**src/rtl/cnn_acc_relu_sat.sv**
```systemverilog
// Accumulates N_TERMS signed products, adds bias, rescales with round-half-up,
// then applies ReLU and saturates into a non-negative OUT_W-bit result.
module cnn_acc_relu_sat #(
  parameter int PROD_W  = 24,
  parameter int ACC_W   = 32,
  parameter int OUT_W   = 14,
  parameter int N_TERMS = 9,
  parameter int SHIFT   = 8
) (
  input  logic                     ap_clk,
  input  logic                     ap_rst,
  input  logic signed [PROD_W-1:0] din,
  input  logic                     din_valid,
  output logic                     din_ready,
  input  logic signed [PROD_W-1:0] bias,
  output logic        [OUT_W-1:0]  dout,
  output logic                     dout_valid,
  input  logic                     dout_ready
);

  localparam int CNT_W = (N_TERMS > 1) ? $clog2(N_TERMS) : 1;
  localparam int RSH   = (SHIFT > 0) ? SHIFT - 1 : 0;
  localparam logic [ACC_W:0] ROUND_ONE = {{ACC_W{1'b0}}, 1'b1};
  localparam logic signed [ACC_W:0] ROUND = (SHIFT > 0) ? (ROUND_ONE << RSH) : '0;
  localparam logic signed [ACC_W:0] MAXV  = {{(ACC_W + 2 - OUT_W){1'b0}}, {(OUT_W - 1){1'b1}}};

  typedef enum logic [1:0] {ACC, FIN, OUT} state_t;

  state_t                    r_state;
  state_t                    w_next;
  logic signed [ACC_W-1:0]   r_acc;
  logic        [CNT_W-1:0]   r_cnt;
  logic        [OUT_W-1:0]   r_dout;
  logic                      r_dout_valid;

  logic                      w_beat;
  logic                      w_last;
  logic signed [ACC_W-1:0]   w_din_ext;
  logic signed [ACC_W:0]     w_sum;
  logic signed [ACC_W:0]     w_shift;
  logic        [OUT_W-1:0]   w_result;

  // Ready is forced low while reset is held so nothing is taken during reset.
  assign din_ready  = (r_state == ACC) && !ap_rst;
  assign w_beat     = din_valid && din_ready;
  assign w_last     = (r_cnt == CNT_W'(N_TERMS - 1));
  assign dout       = r_dout;
  assign dout_valid = r_dout_valid;

  assign w_din_ext = {{(ACC_W - PROD_W){din[PROD_W-1]}}, din};
  // One extra bit of headroom so bias and rounding can never wrap.
  assign w_sum   = {r_acc[ACC_W-1], r_acc}
                 + {{(ACC_W + 1 - PROD_W){bias[PROD_W-1]}}, bias}
                 + ROUND;
  assign w_shift = w_sum >>> SHIFT;

  always_comb begin
    w_result = w_shift[OUT_W-1:0];
    if (w_shift < 0) begin
      w_result = '0;
    end else if (w_shift > MAXV) begin
      w_result = MAXV[OUT_W-1:0];
    end
  end

  always_ff @(posedge ap_clk or posedge ap_rst) begin
    if (ap_rst) begin
      r_state <= ACC;
    end else begin
      r_state <= w_next;
    end
  end

  always_comb begin
    w_next = r_state;
    case (r_state)
      ACC:     if (w_beat && w_last) w_next = FIN;
      FIN:     w_next = OUT;
      OUT:     if (dout_ready) w_next = ACC;
      default: w_next = ACC;
    endcase
  end

  always_ff @(posedge ap_clk or posedge ap_rst) begin
    if (ap_rst) begin
      r_acc        <= '0;
      r_cnt        <= '0;
      r_dout       <= '0;
      r_dout_valid <= 1'b0;
    end else begin
      case (r_state)
        ACC: begin
          if (w_beat) begin
            r_acc <= r_acc + w_din_ext;
            r_cnt <= w_last ? '0 : r_cnt + 1'b1;
          end
        end
        FIN: begin
          r_dout       <= w_result;
          r_dout_valid <= 1'b1;
          r_acc        <= '0;
        end
        OUT: begin
          if (dout_ready) r_dout_valid <= 1'b0;
        end
        default: begin
          r_dout_valid <= 1'b0;
        end
      endcase
    end
  end

endmodule
```
**config.mk**
```make
export PLATFORM = sky130hd
export DESIGN_NAME = cnn_acc_relu_sat
export DESIGN_NICKNAME = d
export VERILOG_FILES = /design/src/rtl/cnn_acc_relu_sat.sv
export SDC_FILE = /design/constraint.sdc
export NUM_CORES = 1
export LEC_CHECK = 0
export CORE_UTILIZATION = 43
export DETAILED_ROUTE_END_ITERATION = 7
export GPL_ROUTABILITY_DRIVEN = 1
export PLACE_DENSITY_LB_ADDON = 0.2
export SETUP_SLACK_MARGIN = 0.5
export SLEW_MARGIN = 30
export SYNTH_ARGS = -nofsm -noshare
export SYNTH_HDL_FRONTEND = slang
export SYNTH_SLANG_ARGS = --single-unit
```
**constraint.sdc**
```tcl
create_clock -name ap_clk -period 2.8 [get_ports ap_clk]
set_input_delay 0.42 -clock ap_clk [delete_from_list [all_inputs] [get_ports ap_clk]]
set_output_delay 0.42 -clock ap_clk [all_outputs]
set_load 0.01 [all_outputs]
```
==> results_tabular.tex <==
\begin{tabular}{lr}
\hline
Metric & Value \\
\hline
\multicolumn{2}{l}{\textbf{Layout}} \\
Fraction of final layout cells sized beyond drive strength 1 & 0.335 \\
Share of the core filled with cells in the final layout & 0.693 \\
N\_diodes & 0 \\
Final instance count without filler cells & 1,079 \\
Layout Nets & between 1,000 and 1,500 \\
Final Instance Area & roughly 8700 sq um \\
Area grow syn2layout & 57.1\% \\
\multicolumn{2}{l}{\textbf{Timing}} \\
Final count of pins violating max slew & 0 \\
Transition time at the pin with the least slew margin & just over 0.7 ns \\
Slew margin rel. & 0.521 \\
Max Fclk & a little under 300 MHz \\
Final hold violation count & 0 \\
Final critical-path setup slack & -0.589 ns \\
Min Tclk post-route & $\sim$3.4 ns \\
Part of the cycle the worst path needs & 1.21 \\
Max Clock Skew & 0.00596 ns \\
Unrepaired setup endpoints after global routing & yes \\
Final setup fails & 17 \\
\multicolumn{2}{l}{\textbf{Critical path}} \\
Crit Path Max Fanout & 6 \\
Critical Path End Type & flip-flop \\
Reg2Reg Capture Point & dout[9] \\
Arr. time, crit path & roughly 3.6 ns \\
Number of cells on the worst reg-to-reg path & 13 \\
Worst setup path endpoint & dout[9] \\
Launch point of the worst reg-to-reg path & r\_acc[2] \\
Origin of the worst setup path & bias[12] \\
Buf/Inv on CP & 4 \\
Cell depth of the worst setup path & 15 \\
Delay-heaviest family, CP & compound AO/OA/AOI/OAI gates \\
CP Launch Type & input port \\
CP Cell Sequence & clkdlybuf4s50\_1 > ha\_1 > ha\_1 > a21o\_1 > nand3\_1 > a21oi\_1 > or3b\_4 > o21ai\_4 > buf\_4 > buf\_4 > nor4\_1 > a211oi\_2 > nand4\_4 > clkbuf\_16 > o221a\_1 \\
Crit path kind & in -> reg \\
Delay of the slowest cell on the worst path & 0.43 ns \\
Cell with the largest stage delay on the worst path & sky130\_fd\_sc\_hd\_\_clkdlybuf4s50\_1 \\
Register-to-Register Setup Slack & -0.58 ns \\
Worst EP required & $\sim$3 ns \\
\multicolumn{2}{l}{\textbf{Flow run}} \\
Reported max-cap violation count & 0 \\
\multicolumn{2}{l}{\textbf{Logic synthesis}} \\
Top cell type's share of synthesized area & 0.238 \\
Syn\_area\_per\_cell & about 8.5 sq um \\
Sequential element share of the synthesized area & 0.238 \\
Prevailing post-synth register cell & sky130\_fd\_sc\_hd\_\_dfrtp\_1 \\
Most used standard cells in the synthesized netlist & sky130\_fd\_sc\_hd\_\_ha\_1 (94), sky130\_fd\_sc\_hd\_\_o21ai\_0 (62), sky130\_fd\_sc\_hd\_\_a21oi\_1 (56) \\
Synth unique cells & between 60 and 70 \\
Number of instances in the synthesized netlist & between 600 and 700 \\
Post-synth top area cell & sky130\_fd\_sc\_hd\_\_dfrtp\_1 \\
Yosys reg bits & 53 \\
Synthesis warning total & 0 \\
Leading cell types by total area after synthesis & sky130\_fd\_sc\_hd\_\_dfrtp\_1 (24\%), sky130\_fd\_sc\_hd\_\_ha\_1 (21\%), sky130\_fd\_sc\_hd\_\_o21ai\_0 (5.6\%) \\
Proportion of register bits with asynchronous set or reset after synthesis & 1.00 \\
Post-Synthesis Cell Area & $\sim$5600 sq um \\
Dominant cell by count in the synthesized netlist & sky130\_fd\_sc\_hd\_\_ha\_1 \\
Count of flip-flops with a built-in enable after synthesis & 0 \\
Post-Syn Nets & roughly 800 \\
\multicolumn{2}{l}{\textbf{Clocking}} \\
Master cell of the clock root buffer & sky130\_fd\_sc\_hd\_\_clkbuf\_16 \\
TritonCTS buffer count & 5 \\
Level count of the clock H-tree & 2 \\
Hold buffers post-CTS & 0 \\
Max clock buf depth & 2 \\
Clock insertion delay at the later pin of the skew report & around 0.31 ns \\
Clock transition at the registers of the reported paths & roughly 0.070 ns \\
Clock tree from TritonCTS & built \\
Total number of clock tree sinks & 53 \\
\multicolumn{2}{l}{\textbf{Min path}} \\
Number of instances on the worst hold path & 1 \\
Classification of the worst-slack hold path & reg -> reg \\
\multicolumn{2}{l}{\textbf{Die}} \\
Ports & 68 \\
DIE HEIGHT & 116 microns \\
Core ar. & roughly 13,000 sq um \\
Total Die Area & $\sim$13,000 sq um \\
Chip width & between 100 and 150 microns \\
Rows & 41 \\
Initial core utilization & 0.441 \\
\multicolumn{2}{l}{\textbf{Pwr}} \\
Static leakage & a little over 4 nW \\
Power density of the placed cells & 1210 nW/um\^{}2 \\
Power, Total & approximately 11 mW \\
Maximum ir drop on the vdd rail & slightly above 0.0005 V \\
\multicolumn{2}{l}{\textbf{Place}} \\
Total of buffers placed on input and output ports & 67 \\
Pre-CTS WS & -0.979 ns \\
Gp weighted congestion & between 0.9 and 1 \\
Placed Instance Area & 7920 sq um \\
Cells after DPL & 1,047 \\
Half-perimeter wire length of the detailed placement result & about 14,000 microns \\
\multicolumn{2}{l}{\textbf{Global route}} \\
GRT met1 Usage & 0.327 \\
Wire length of the first global-routing pass & between 20,000 and 30,000 microns \\
Grt total ovfl & 0 \\
Initial antenna violation count & 0 \\
Number of global-route vias before repair & $\sim$6,200 \\
Met3 GRT Util & 0.0497 \\
Largest net degree at the start of global routing & between 50 and 60 \\
Routing layer with the top usage in global route & met2 \\
Overall track demand over capacity in global routing & 0.276 \\
Met2 Use GR & 0.488 \\
\multicolumn{2}{l}{\textbf{Status}} \\
Result of the run & finished with violations \\
Violations in the final reports & negative setup slack \\
\multicolumn{2}{l}{\textbf{Routing}} \\
Average detailed-routed wire length per instance & about 16 microns \\
Aggregate routed wire length & 17,700 microns \\
Drt first-iter violations & 280 \\
Number of detailed-routing iterations run before antenna repair & 4 \\
Antenna Violating Nets Remaining & 0 \\
Via density per instance & $\sim$5.6 \\
Drc violations & 0 \\
Routed vias & between 5,000 and 6,000 \\
\hline
\end{tabular}
[stage by stage]
step / TNS (ns) / hold slack (ns)
finish: -7.50 / 0.490
global route: -9.67 / 0.529
CTS: -7.73 / 0.493
detailed placement: -18.11 / 0.474
global placement: -16.47 / 0.467
floorplan: -3.30 / 0.480
[final cells by class]
cell class,instances,area (sq um)
clock buffer,5,125
clock inverter,3,26.3
fill,1037,3870
inverter,24,92.6
multi-input combinational,554,4700
sequential,53,1330
tap,172,215
timing repair buffer,268,2260
[worst min-delay path by stage]
stage	start	endpoint	slack [ns]
final	dout[13]	dout[13]	0.49
after global routing	dout_valid	dout_valid	0.53
after CTS	dout[13]	dout[13]	0.49
after detailed placement	dout[13]	dout[13]	0.47
after global placement	dout[13]	dout[13]	0.47
after floorplan	r_cnt[2]	r_state[0]	0.48
[power by group]
part	switching, mW	total, mW	internal, mW
Sequential	0.320	1.45	1.13
Combinational	4.04	8.51	4.47
Clock	0.328	0.668	0.339
Total	4.69	10.6	5.93
[worst reg2reg max path, stage by stage, from the launching register on]
cell,delay (ns)
sky130_fd_sc_hd__dfrtp_1,0.42
sky130_fd_sc_hd__ha_4,0.29
sky130_fd_sc_hd__ha_4,0.18
sky130_fd_sc_hd__a41o_1,0.22
sky130_fd_sc_hd__a211o_1,0.32
sky130_fd_sc_hd__a41oi_2,0.28
sky130_fd_sc_hd__a211oi_4,0.12
sky130_fd_sc_hd__buf_4,0.15
sky130_fd_sc_hd__o211a_1,0.21
sky130_fd_sc_hd__a311o_1,0.31
sky130_fd_sc_hd__nor4_4,0.19
sky130_fd_sc_hd__nand4_4,0.18
sky130_fd_sc_hd__clkbuf_16,0.20
sky130_fd_sc_hd__o221a_1,0.21
[routing by layer]
| layer | vias to the layer above | routed length [microns] | share of wire |
|---|---|---|---|
| met3 | 45 | 626 | 0.035 |
| met5 | - | 0 | 0 |
| met1 | 2839 | 7700 | 0.43 |
| met2 | 133 | 8820 | 0.50 |
| li1 | 2981 | - | - |
| met4 | 0 | 606 | 0.034 |
[cells by family (layout without fill, tap and decap cells)]
| family | Yosys count | after routing | share of synthesized area |
|---|---|---|---|
| XOR/XNOR | 39 | 39 | 0.0613 |
| flip-flops | 53 | 53 | 0.238 |
| AO/OA/AOI/OAI | 234 | 234 | 0.285 |
| multiplexers | 5 | 5 | 0.00899 |
| AND/OR/NAND/NOR | 181 | 181 | 0.159 |
| buffers and inverters | 45 | 300 | 0.0324 |
| adder cells (fa/ha/maj) | 95 | 95 | 0.215 |
[what timing repair did]
action,in CTS,in global routing
buffers inserted,16,7
resized for setup,96,24
endpoints found under the hold margin,0,0
pin swaps,37,25
gates cloned,1,0
setup endpoints to repair,36,36
[layout by cell type (no fill, tap or decap), types with 7 or more instances in the layout]
master / netlist / routed
sky130_fd_sc_hd__buf_4: 0 / 184
sky130_fd_sc_hd__dfrtp_1: 53 / 51
sky130_fd_sc_hd__o21a_1: 8 / 8
sky130_fd_sc_hd__a21o_1: 21 / 21
sky130_fd_sc_hd__a21oi_2: 0 / 13
sky130_fd_sc_hd__buf_6: 1 / 14
sky130_fd_sc_hd__ha_1: 94 / 74
sky130_fd_sc_hd__a21oi_1: 56 / 41
sky130_fd_sc_hd__o21ai_0: 62 / 39
sky130_fd_sc_hd__o21ai_1: 4 / 19
sky130_fd_sc_hd__ha_4: 0 / 18
sky130_fd_sc_hd__dlygate4sd2_1: 0 / 9
sky130_fd_sc_hd__nand3_1: 38 / 36
sky130_fd_sc_hd__nor3_1: 8 / 7
sky130_fd_sc_hd__xnor2_1: 25 / 22
sky130_fd_sc_hd__o221a_1: 13 / 13
sky130_fd_sc_hd__nor2_1: 33 / 29
sky130_fd_sc_hd__xor2_1: 14 / 13
sky130_fd_sc_hd__inv_1: 24 / 20
sky130_fd_sc_hd__clkdlybuf4s50_1: 0 / 58
sky130_fd_sc_hd__o211ai_1: 7 / 7
sky130_fd_sc_hd__nand2_1: 54 / 52
[registers in the layout, indices dropped and copies added, names as in the netlist]
signal / cells
r_acc: 32
r_state: 2
dout: 14
r_cnt: 4
dout_valid: 1
(Power assumes the default switching activity.)
